### config.mk
export PLATFORM = sky130hd
export DESIGN_NAME = fsm_unit_scheduler
export DESIGN_NICKNAME = d
export VERILOG_FILES = /design/src/rtl/fsm_unit_scheduler.sv
export SDC_FILE = /design/constraint.sdc
export NUM_CORES = 1
export LEC_CHECK = 0
export CORE_ASPECT_RATIO = 2
export CORE_MARGIN = 1.5
export CORE_UTILIZATION = 26
export DETAILED_ROUTE_END_ITERATION = 16
export HOLD_SLACK_MARGIN = 0.06
export SLEW_MARGIN = 20
export SYNTH_ARGS = -nofsm -noshare
export SYNTH_HDL_FRONTEND = slang
export SYNTH_SLANG_ARGS = --single-unit
### constraint.sdc
create_clock -name clk -period 2.5 [get_ports clk]
set_input_delay 0.375 -clock clk [delete_from_list [all_inputs] [get_ports clk]]
set_output_delay 0.375 -clock clk [all_outputs]
set_load 0.01 [all_outputs]
### src/rtl/fsm_unit_scheduler.sv
// fsm_unit_scheduler: round-robin arbiter that shares one start/done compute unit between NUM_REQ requesters (req_*, rsp_*, unit_*, busy, grant_id)
module fsm_unit_scheduler #(
  parameter int NUM_REQ        = 4,
  parameter int DATA_WIDTH     = 32,
  parameter int TIMEOUT_CYCLES = 255,
  localparam int GRANT_W       = $clog2(NUM_REQ)
) (
  input  logic                          clk,
  input  logic                          reset,
  input  logic [NUM_REQ-1:0]            req_valid,
  input  logic [NUM_REQ*DATA_WIDTH-1:0] req_data,
  output logic [NUM_REQ-1:0]            req_ready,
  output logic [NUM_REQ-1:0]            rsp_valid,
  output logic [DATA_WIDTH-1:0]         rsp_data,
  output logic                          rsp_timeout,
  output logic                          unit_start,
  output logic [DATA_WIDTH-1:0]         unit_arg,
  input  logic                          unit_done,
  input  logic [DATA_WIDTH-1:0]         unit_result,
  output logic                          busy,
  output logic [GRANT_W-1:0]            grant_id
);
  typedef enum logic [7:0] {IDLE, ISSUE, WAIT, RESPOND} state_t;
  state_t fsm_state, fsm_state_n;
  logic [GRANT_W-1:0] ptr, sel;
  logic [7:0] timer;
  logic any, timed_out;
  always_comb begin
    sel = '0;
    for (int k = NUM_REQ - 1; k >= 0; k--)
      if (req_valid[(int'(ptr) + k) % NUM_REQ]) sel = GRANT_W'((int'(ptr) + k) % NUM_REQ);
  end
  assign any       = |req_valid;
  assign timed_out = (TIMEOUT_CYCLES != 0) && (timer == 8'(TIMEOUT_CYCLES));
  always_comb begin
    fsm_state_n = fsm_state;
    case (fsm_state)
      IDLE:    fsm_state_n = any ? ISSUE : IDLE;
      ISSUE:   fsm_state_n = WAIT;
      WAIT:    fsm_state_n = (unit_done || timed_out) ? RESPOND : WAIT;
      RESPOND: fsm_state_n = IDLE;
      default: fsm_state_n = IDLE;
    endcase
  end
  always_ff @(posedge clk) begin
    if (reset) begin
      fsm_state   <= IDLE;
      ptr         <= '0;
      grant_id    <= '0;
      unit_arg    <= '0;
      rsp_data    <= '0;
      rsp_timeout <= 1'b0;
      timer       <= '0;
    end else begin
      fsm_state <= fsm_state_n;
      if (fsm_state == IDLE && any) begin
        grant_id <= sel;
        unit_arg <= req_data[int'(sel)*DATA_WIDTH +: DATA_WIDTH];
      end
      if (fsm_state == ISSUE) timer <= '0;
      if (fsm_state == WAIT) begin
        if (unit_done) begin
          rsp_data    <= unit_result;
          rsp_timeout <= 1'b0;
        end else if (timed_out) begin
          rsp_data    <= '0;
          rsp_timeout <= 1'b1;
        end else begin
          timer <= timer + 8'd1;
        end
      end
      if (fsm_state == RESPOND) ptr <= (grant_id == GRANT_W'(NUM_REQ - 1)) ? '0 : grant_id + 1'b1;
    end
  end
  assign busy       = fsm_state != IDLE;
  assign unit_start = fsm_state == ISSUE;
  assign req_ready  = unit_start ? NUM_REQ'(1) << grant_id : '0;
  assign rsp_valid  = (fsm_state == RESPOND) ? NUM_REQ'(1) << grant_id : '0;
endmodule

==> flow_summary.toml, run 1 <==
[status]
status = "finished clean"

[final_layout]
finish.net_count = 892
drive_gt1_share_pct = 6.11
multiInputGateArea_um2 = 2380
fill_cells = 1533
num_antenna_cells = 0
mostFrequentLayoutCells = "clkdlybuf4s50_1, dfxtp_1, nor2_1, mux2i_1, nand2_1"
layout.cells.most_common = "clkdlybuf4s50_1"
areaGrowthSynthToFinish_pct = 72.3
postLayoutCoreUtil_pct = 45.5
seq_area_um2 = 1580
fin_cells = 921

[sta]
setup_tns_ps = 0
finalSetupViolations = 0
finalCritPeriodShare_pct = 89.4
finalMaxSlewViolations = 0
layout_min_cycle_time_ps = 2230
worst_pin_slew_ps = 849
fmax_mhz = 447
holdWs_ps = 416
fin_ws_ps = 265
maxSlewHeadroom_pct = 43.2
fin_skew_ps = 8.80
rsz0062_at_grt = "no"
hold_viol_final = 0

[pwr]
netSwitchingPower_mw = 1.52
power.share.combinational_pct = 39.0
internal_power_mw = 3.30
switching_share_pct = 31.6
pwr-share-seq_pct = 33.6
power_leakage_nw = 2.65
vdd_drop_max_mv = 0.364
clkPwrFrac_pct = 27.4
powerDensity_nw_per_um2 = 675

[logic_synthesis]
synth_edf_count = 0
ys_seq_area_share_pct = 38.2
syn_inst = 480
syn_nets = 657
synth.area.top_cells = "dfxtp_1, mux2i_1, a22oi_1, a21boi_0, o211ai_1"
syn_avg_cell_area_um2 = 8.63
synth_cell_types = 46
synth_top_area_share_pct = 38.2
synth_ff_type = "dfxtp_1"
async_reset_ff_share_pct = 0
yosys_warnings = 0
ys_seq_elements = 79
synth_area_um2 = 4140
yosysTopAreaCell = "dfxtp_1"

[floorplan]
rows = 65
die_h_um = 181
die_x_um = 92.2
die_area_um2 = 16700
num_io_pins = 244
core-area_um2 = 15700
initial_core_util_pct = 26.4

[worst_setup_path]
cp_slowest_cell = "clkdlybuf4s50_1"
path_buf_inv = 2
start_kind = "register"
path_cells = "inv_1 > ha_1 > and2_1 > clkdlybuf4s50_1"
path_class = "register to primary output"
rrSetupSlack_ps = 500
crit-reg2reg-launch = "timer[0]"
r2r_cells = 7
cp-end-kind = "primary output"
crit_path_max_fanout = 8
startpoint = "fsm_state[1]"
critPathRequiredTime_ps = 2120
r2r-end = "timer[2]"
cp_top_family = "buffers and inverters"
cp.arrival_ps = 1860
max_stage_delay_ps = 560

[clock_tree]
post_cts_buffers = 0
cts_inserted_buffers = 9
cts_buffer_depth = 2
cts.sinks = 79
insertion_delay_ps = 340
cts_hold_buf = 0
clkSlewWorstSetupHoldPaths_ps = 60
cts-root-buf = "clkbuf_16"
htree_levels = 3
cts_tree = "done"
cts-resized-gates = 0

[route]
drt_pass1_iterations = 4
drt-total-wl_um = 16200
drc = 0
initialDrtViolationCount = 166
vias = 4601
drtAntennaViolNets = 0
avgRoutedWirePerCell_um = 17.6
via_per_inst = 5.00

[grt]
grt_util_all_layers_pct = 19.3
antenna_found_initial = 1
grt_pass1_wl_um = 25400
first_global_vias = 4903
grt-ovfl-total = 0
grt_start_max_net_pins = 60

[placed_design]
dp_cells = 905
port_buffers = 243
pre_cts_slack_ps = 44.8
dp_hpwl_um = 12300
gp_congestion = 0.793

[run]
max-cap-violations = 0

[worst_hold_path]
hold_path.startpoint = "reset"
worstHoldEndpoint = "unit_arg[5]"
hold_class = "input pin to register"
min_path_cells = 4
-- Yosys cell counts (7+ instances only) --
library cell  number
dfxtp_1           79
nor2_1            50
mux2i_1           37
nand2_1           35
a22oi_1           32
a21boi_0          27
and3_1            27
clkbuf_1          27
o211ai_1          27
o21ai_1           18
o21ai_0           12
and2_1            10
ha_1              10
a21oi_1            9
inv_1              7
nand3b_1           7
-- how the worst max path moves through the flow --
stage,to,slack (ps),cells past startpoint
floorplan,timer[5],750,6
global placement,unit_arg[10],90,8
detailed placement,unit_arg[1],40,7
CTS,req_ready[3],220,4
global route,req_ready[3],140,4
finish,req_ready[3],270,4
-- cell families after synthesis --
| kind of cell | after synthesis | synth area share, % |
|---|---|---|
| DFF | 79 | 38.2 |
| muxes | 37 | 8.95 |
| buffers and inverters | 44 | 4.65 |
| and+or+nand+nor | 156 | 18.7 |
| adders and majority gates | 10 | 3.02 |
| AOI/OAI and AO/OA | 154 | 26.5 |
-- power by group through the flow --
stage | sequential [mW] | clock [mW] | combinational (mW)
finish | 1.62 | 1.32 | 1.88
global route | 1.65 | 1.42 | 2.04
CTS | 1.62 | 1.37 | 1.91
detailed placement | 1.64 | 0 | 1.89
global placement | 1.64 | 0 | 1.87
floorplan | 1.72 | 0 | 0.793
-- per-stage QoR --
step                instance area [um^2]  power (mW)
floorplan                           4140        2.51
global placement                    6840        3.51
detailed placement                  6840        3.54
CTS                                 7140        4.90
global route                        7140        5.12
finish                              7140        4.82
-- sequential cells by signal (all words and copies together), names as in the netlist --
name	count
rsp_data	32
unit_arg	32
timer	8
fsm_state	2
grant_id	2
ptr	2
rsp_timeout	1
-- cell type report --
cell class                 count  share of cell area (%)
timing repair buffer         261                    36.4
multi-input combinational    357                    33.4
sequential                    79                    22.2
tap                          201                    3.52
clock buffer                  12                    3.45
clock inverter                 4                   0.631
inverter                       7                   0.368
-- worst min-delay path, delay by kind of cell --
| kind | cells | cell delay, ps |
|---|---|---|
| buf+inv | 1 | 90 |
| compound gates | 1 | 100 |
| simple gates | 2 | 130 |
-- per-layer routing --
metal	wire length, um	vias to the layer above	track usage, %	part of all wire, %
met2	8470	235	36.5	52
met4	342	2	7.20	2.1
met5	12	-	0	0.074
met3	1460	21	6.11	9.1
met1	5880	2116	19.1	36
li1	-	2227	-	-
(Power assumes the default switching activity.)
==> inputs of run 2 (changes only) <==
CORE_UTILIZATION = 38   (was 26)
PLACE_DENSITY = 0.81   (was unset)
==> flow_summary.toml, run 2 (synthesis gave the netlist of run 1 again) <==
[status]
status = "finished clean"

[route]
avgRoutedWirePerCell_um = 17.2
drt-total-wl_um = 14700
drtAntennaViolNets = 0
initialDrtViolationCount = 142
drt_pass1_iterations = 5
met3_length_um = 1210
vias = 4628
top_layer_used = "met4"
met2WireLength_um = 7700
drc = 0
wl_met1_um = 5370
via_per_inst = 5.40

[clock_tree]
cts_buffer_depth = 2
cts_hold_buf = 0
cts-resized-gates = 0
cts_tree = "done"
insertion_delay_ps = 340
htree_levels = 3
post_cts_buffers = 0
cts-root-buf = "clkbuf_16"
cts_inserted_buffers = 9
cts.sinks = 79
clkSlewWorstSetupHoldPaths_ps = 60

[placed_design]
pre_cts_slack_ps = 65.0
dp_hpwl_um = 11400
gp_congestion = 0.811
placed_cell_area_um2 = 6760
dp_cells = 841
port_buffers = 243

[worst_setup_path]
start_kind = "register"
cp.arrival_ps = 1840
cp-end-kind = "primary output"
critPathRequiredTime_ps = 2120
crit_path_max_fanout = 8
path_class = "register to primary output"

[final_layout]
multiInputGateArea_um2 = 2380
drive_gt1_share_pct = 6.39
mostFrequentLayoutCells = "clkdlybuf4s50_1, dfxtp_1, nor2_1, mux2i_1, nand2_1"
layout.cells.most_common = "clkdlybuf4s50_1"
fin_cells = 857
stdcell_area_um2 = 7090
num_antenna_cells = 0
fill_cells = 868
areaGrowthSynthToFinish_pct = 71.3
seq_area_um2 = 1580
top_regs = "rsp_data: 32 flops, unit_arg: 32 flops, timer: 8 flops"
finish.net_count = 892

[pwr]
powerDensity_nw_per_um2 = 695
vdd_drop_max_mv = 0.542
power_leakage_nw = 2.67

[sta]
worst_pin_slew_ps = 795
rsz0062_at_grt = "no"
finalMaxSlewViolations = 0
holdWs_ps = 403
finalCritPeriodShare_pct = 88.6
layout_min_cycle_time_ps = 2210
fmax_mhz = 452
hold_viol_final = 0
finalSetupViolations = 0
setup_tns_ps = 0
maxSlewHeadroom_pct = 46.8
fin_ws_ps = 286
fin_skew_ps = 6.64

[grt]
antenna_found_initial = 0
grt-ovfl-total = 0
grt_pass1_wl_um = 23200
grt_util_all_layers_pct = 25.4
grt_start_max_net_pins = 44
first_global_vias = 4742

[floorplan]
num_io_pins = 244
die_x_um = 76.8
die_h_um = 151
die_area_um2 = 11600
rows = 53
core-area_um2 = 10500
initial_core_util_pct = 39.3

[worst_hold_path]
hold_class = "input pin to register"

[run]
max-cap-violations = 0
## run 2: cell types whose count changed in the layout (fill, tap and decap cells not counted), sizes merged
cell / before / now
clkinvlp: 0 / 1
bufinv: 1 / 2
clkbuf: 12 / 10
inv: 7 / 9
clkinv: 3 / 1
## run 2: area by class of cell
type                    instances  share of cell area (%)
clock buffers                  10                    3.37
repair buffers                261                    36.7
multi-input cells             357                    33.6
well taps                     137                    2.42
clock inverters                 6                    1.27
flip-flops and latches         79                    22.3
inverters                       7                   0.370
## run 2: path summary, 6_finish.rpt
check        cells after the start           end  slack, ps    startpoint
max                              4  req_ready[3]        290  fsm_state[1]
min                              2  fsm_state[1]        400         reset
max reg2reg                      7  unit_arg[12]        500  fsm_state[0]
min reg2reg                      2  unit_arg[26]        480  unit_arg[26]
## run 2: worst max-delay path: stages, from the launching register on
cell and delay (ps):
dfxtp_1 340, inv_1 80, ha_1 340, and2_1 180
clkdlybuf4s50_1 560
## run 2: report_power, final
part | internal [mW] | total [mW] | leakage (nW) | switching (mW)
registers | 1.48 | 1.62 | 0.645 | 0.140
clock network | 0.907 | 1.45 | 0.159 | 0.543
logic | 1.01 | 1.86 | 1.86 | 0.844
total | 3.40 | 4.93 | 2.67 | 1.53
## run 2: through the flow
| step | utilization (%) | power [mW] |
|---|---|---|
| floorplan | - | 2.51 |
| global placement | 64.1 | 3.46 |
| detailed placement | 64.2 | 3.51 |
| CTS | 67.3 | 4.98 |
| global route | 67.3 | 5.19 |
| finish | 67.3 | 4.93 |
## run 2: per-layer routing
metal | track usage, % | vias up
li1 | - | 2229
met1 | 24.8 | 2144
met2 | 48.1 | 224
met3 | 7.88 | 31
met4 | 11.2 | 0
met5 | 0 | -
==> inputs of run 3 (changes only) <==
CORE_MARGIN = 4   (was 1.5)
==> flow_summary.toml, run 3 (synthesis gave the netlist of run 1 again) <==
[status]
status = "finished clean"

[final_layout]
finish.net_count = 886
areaGrowthSynthToFinish_pct = 69.5
layout.cells.most_common = "clkdlybuf4s50_1"
top_regs = "rsp_data: 32 flops, unit_arg: 32 flops, timer: 8 flops"
fill_cells = 888
drive_gt1_share_pct = 5.60
mostFrequentLayoutCells = "clkdlybuf4s50_1, dfxtp_1, nor2_1, mux2i_1, nand2_1"
num_antenna_cells = 0

[placed_design]
pre_cts_slack_ps = 96.0
port_buffers = 243
dp_hpwl_um = 12000
gp_congestion = 0.914

[sta]
fin_ws_ps = 296
maxSlewHeadroom_pct = 42.1
finalCritPeriodShare_pct = 88.2
finalSetupViolations = 0
finalMaxSlewViolations = 0
setup_tns_ps = 0
fmax_mhz = 454
worst_pin_slew_ps = 855
rsz0062_at_grt = "no"
hold_viol_final = 0
layout_min_cycle_time_ps = 2200
fin_skew_ps = 5.31

[clock_tree]
cts_inserted_buffers = 9
post_cts_buffers = 0
cts_hold_buf = 0
cts_buffer_depth = 2
clkSlewWorstSetupHoldPaths_ps = 60
htree_levels = 3
cts_tree = "done"
cts-root-buf = "clkbuf_16"
insertion_delay_ps = 330
cts.sinks = 79
cts-resized-gates = 0

[worst_setup_path]
start_kind = "register"
cp-end-kind = "register"
critPathRequiredTime_ps = 2700
cp.arrival_ps = 2400
path_class = "register to register"
crit_path_max_fanout = 7

[route]
drtAntennaViolNets = 0
initialDrtViolationCount = 148
avgRoutedWirePerCell_um = 18.2
drc = 0
via_per_inst = 5.48
drt-total-wl_um = 15500
vias = 4662
drt_pass1_iterations = 4

[floorplan]
die_x_um = 81.8
core-area_um2 = 10600
rows = 53
initial_core_util_pct = 39.0
die_h_um = 156
die_area_um2 = 12700
num_io_pins = 244

[grt]
first_global_vias = 4802
grt-ovfl-total = 0
grt_pass1_wl_um = 23600
grt_start_max_net_pins = 55
grt_util_all_layers_pct = 23.4
antenna_found_initial = 0

[pwr]
powerDensity_nw_per_um2 = 685
power_leakage_nw = 2.62
vdd_drop_max_mv = 0.514

[worst_hold_path]
hold_class = "input pin to register"

[run]
max-cap-violations = 0
## run 3: final cells by class
cell class | instances | area [um^2] | area share, %
timing repair buffer | 255 | 2550 | 36.4
tap | 137 | 171 | 2.44
clock buffer | 9 | 225 | 3.21
inverter | 7 | 26.3 | 0.374
clock inverter | 7 | 72.6 | 1.03
sequential | 79 | 1580 | 22.5
multi-input combinational | 357 | 2380 | 34.0
## run 3: worst paths after layout
kind / start / to / slack [ps] / cells after the start
max reg2reg: timer[0] / timer[5] / 300 / 6
min reg2reg: unit_arg[19] / unit_arg[19] / 480 / 2
max: timer[0] / timer[5] / 300 / 6
min: reset / rsp_data[23] / 410 / 2
## run 3: layer usage
metal | track usage, % | routed length [um]
met5 | 0 | 0
met1 | 23.4 | 5420
met3 | 8.61 | 1760
met2 | 42.2 | 7840
met4 | 9.43 | 491
## run 3: stage by stage
| stage | util (%) | hold slack, ps | total power, mW | std cells | instance area, um^2 |
|---|---|---|---|---|---|
| 6_report | 66.1 | 415 | 4.80 | 851 | 7020 |
| 5_1_grt | 66.1 | 438 | 5.06 | 851 | 7020 |
| 4_1_cts | 66.1 | 403 | 4.86 | 851 | 7020 |
| 3_5_place_dp | 63.3 | 472 | 3.53 | 835 | 6720 |
| 3_3_place_gp | 63.3 | 461 | 3.49 | 835 | 6710 |
| 2_1_floorplan | - | 447 | 2.51 | 480 | 4140 |
## run 3: report_power, final
group	leakage [nW]	total (mW)	internal [mW]	switching [mW]
Sequential	0.645	1.62	1.48	0.140
Clock	0.142	1.31	0.775	0.531
Combinational	1.83	1.87	1.02	0.855
## run 3: worst max-delay path, cell delays in order (launching register included)
cell and delay, ps:
dfxtp_1 410, ha_1 230, nand3_1 250, o311ai_1 830, nor2_1 100, o21ai_0 180, a21oi_1 80
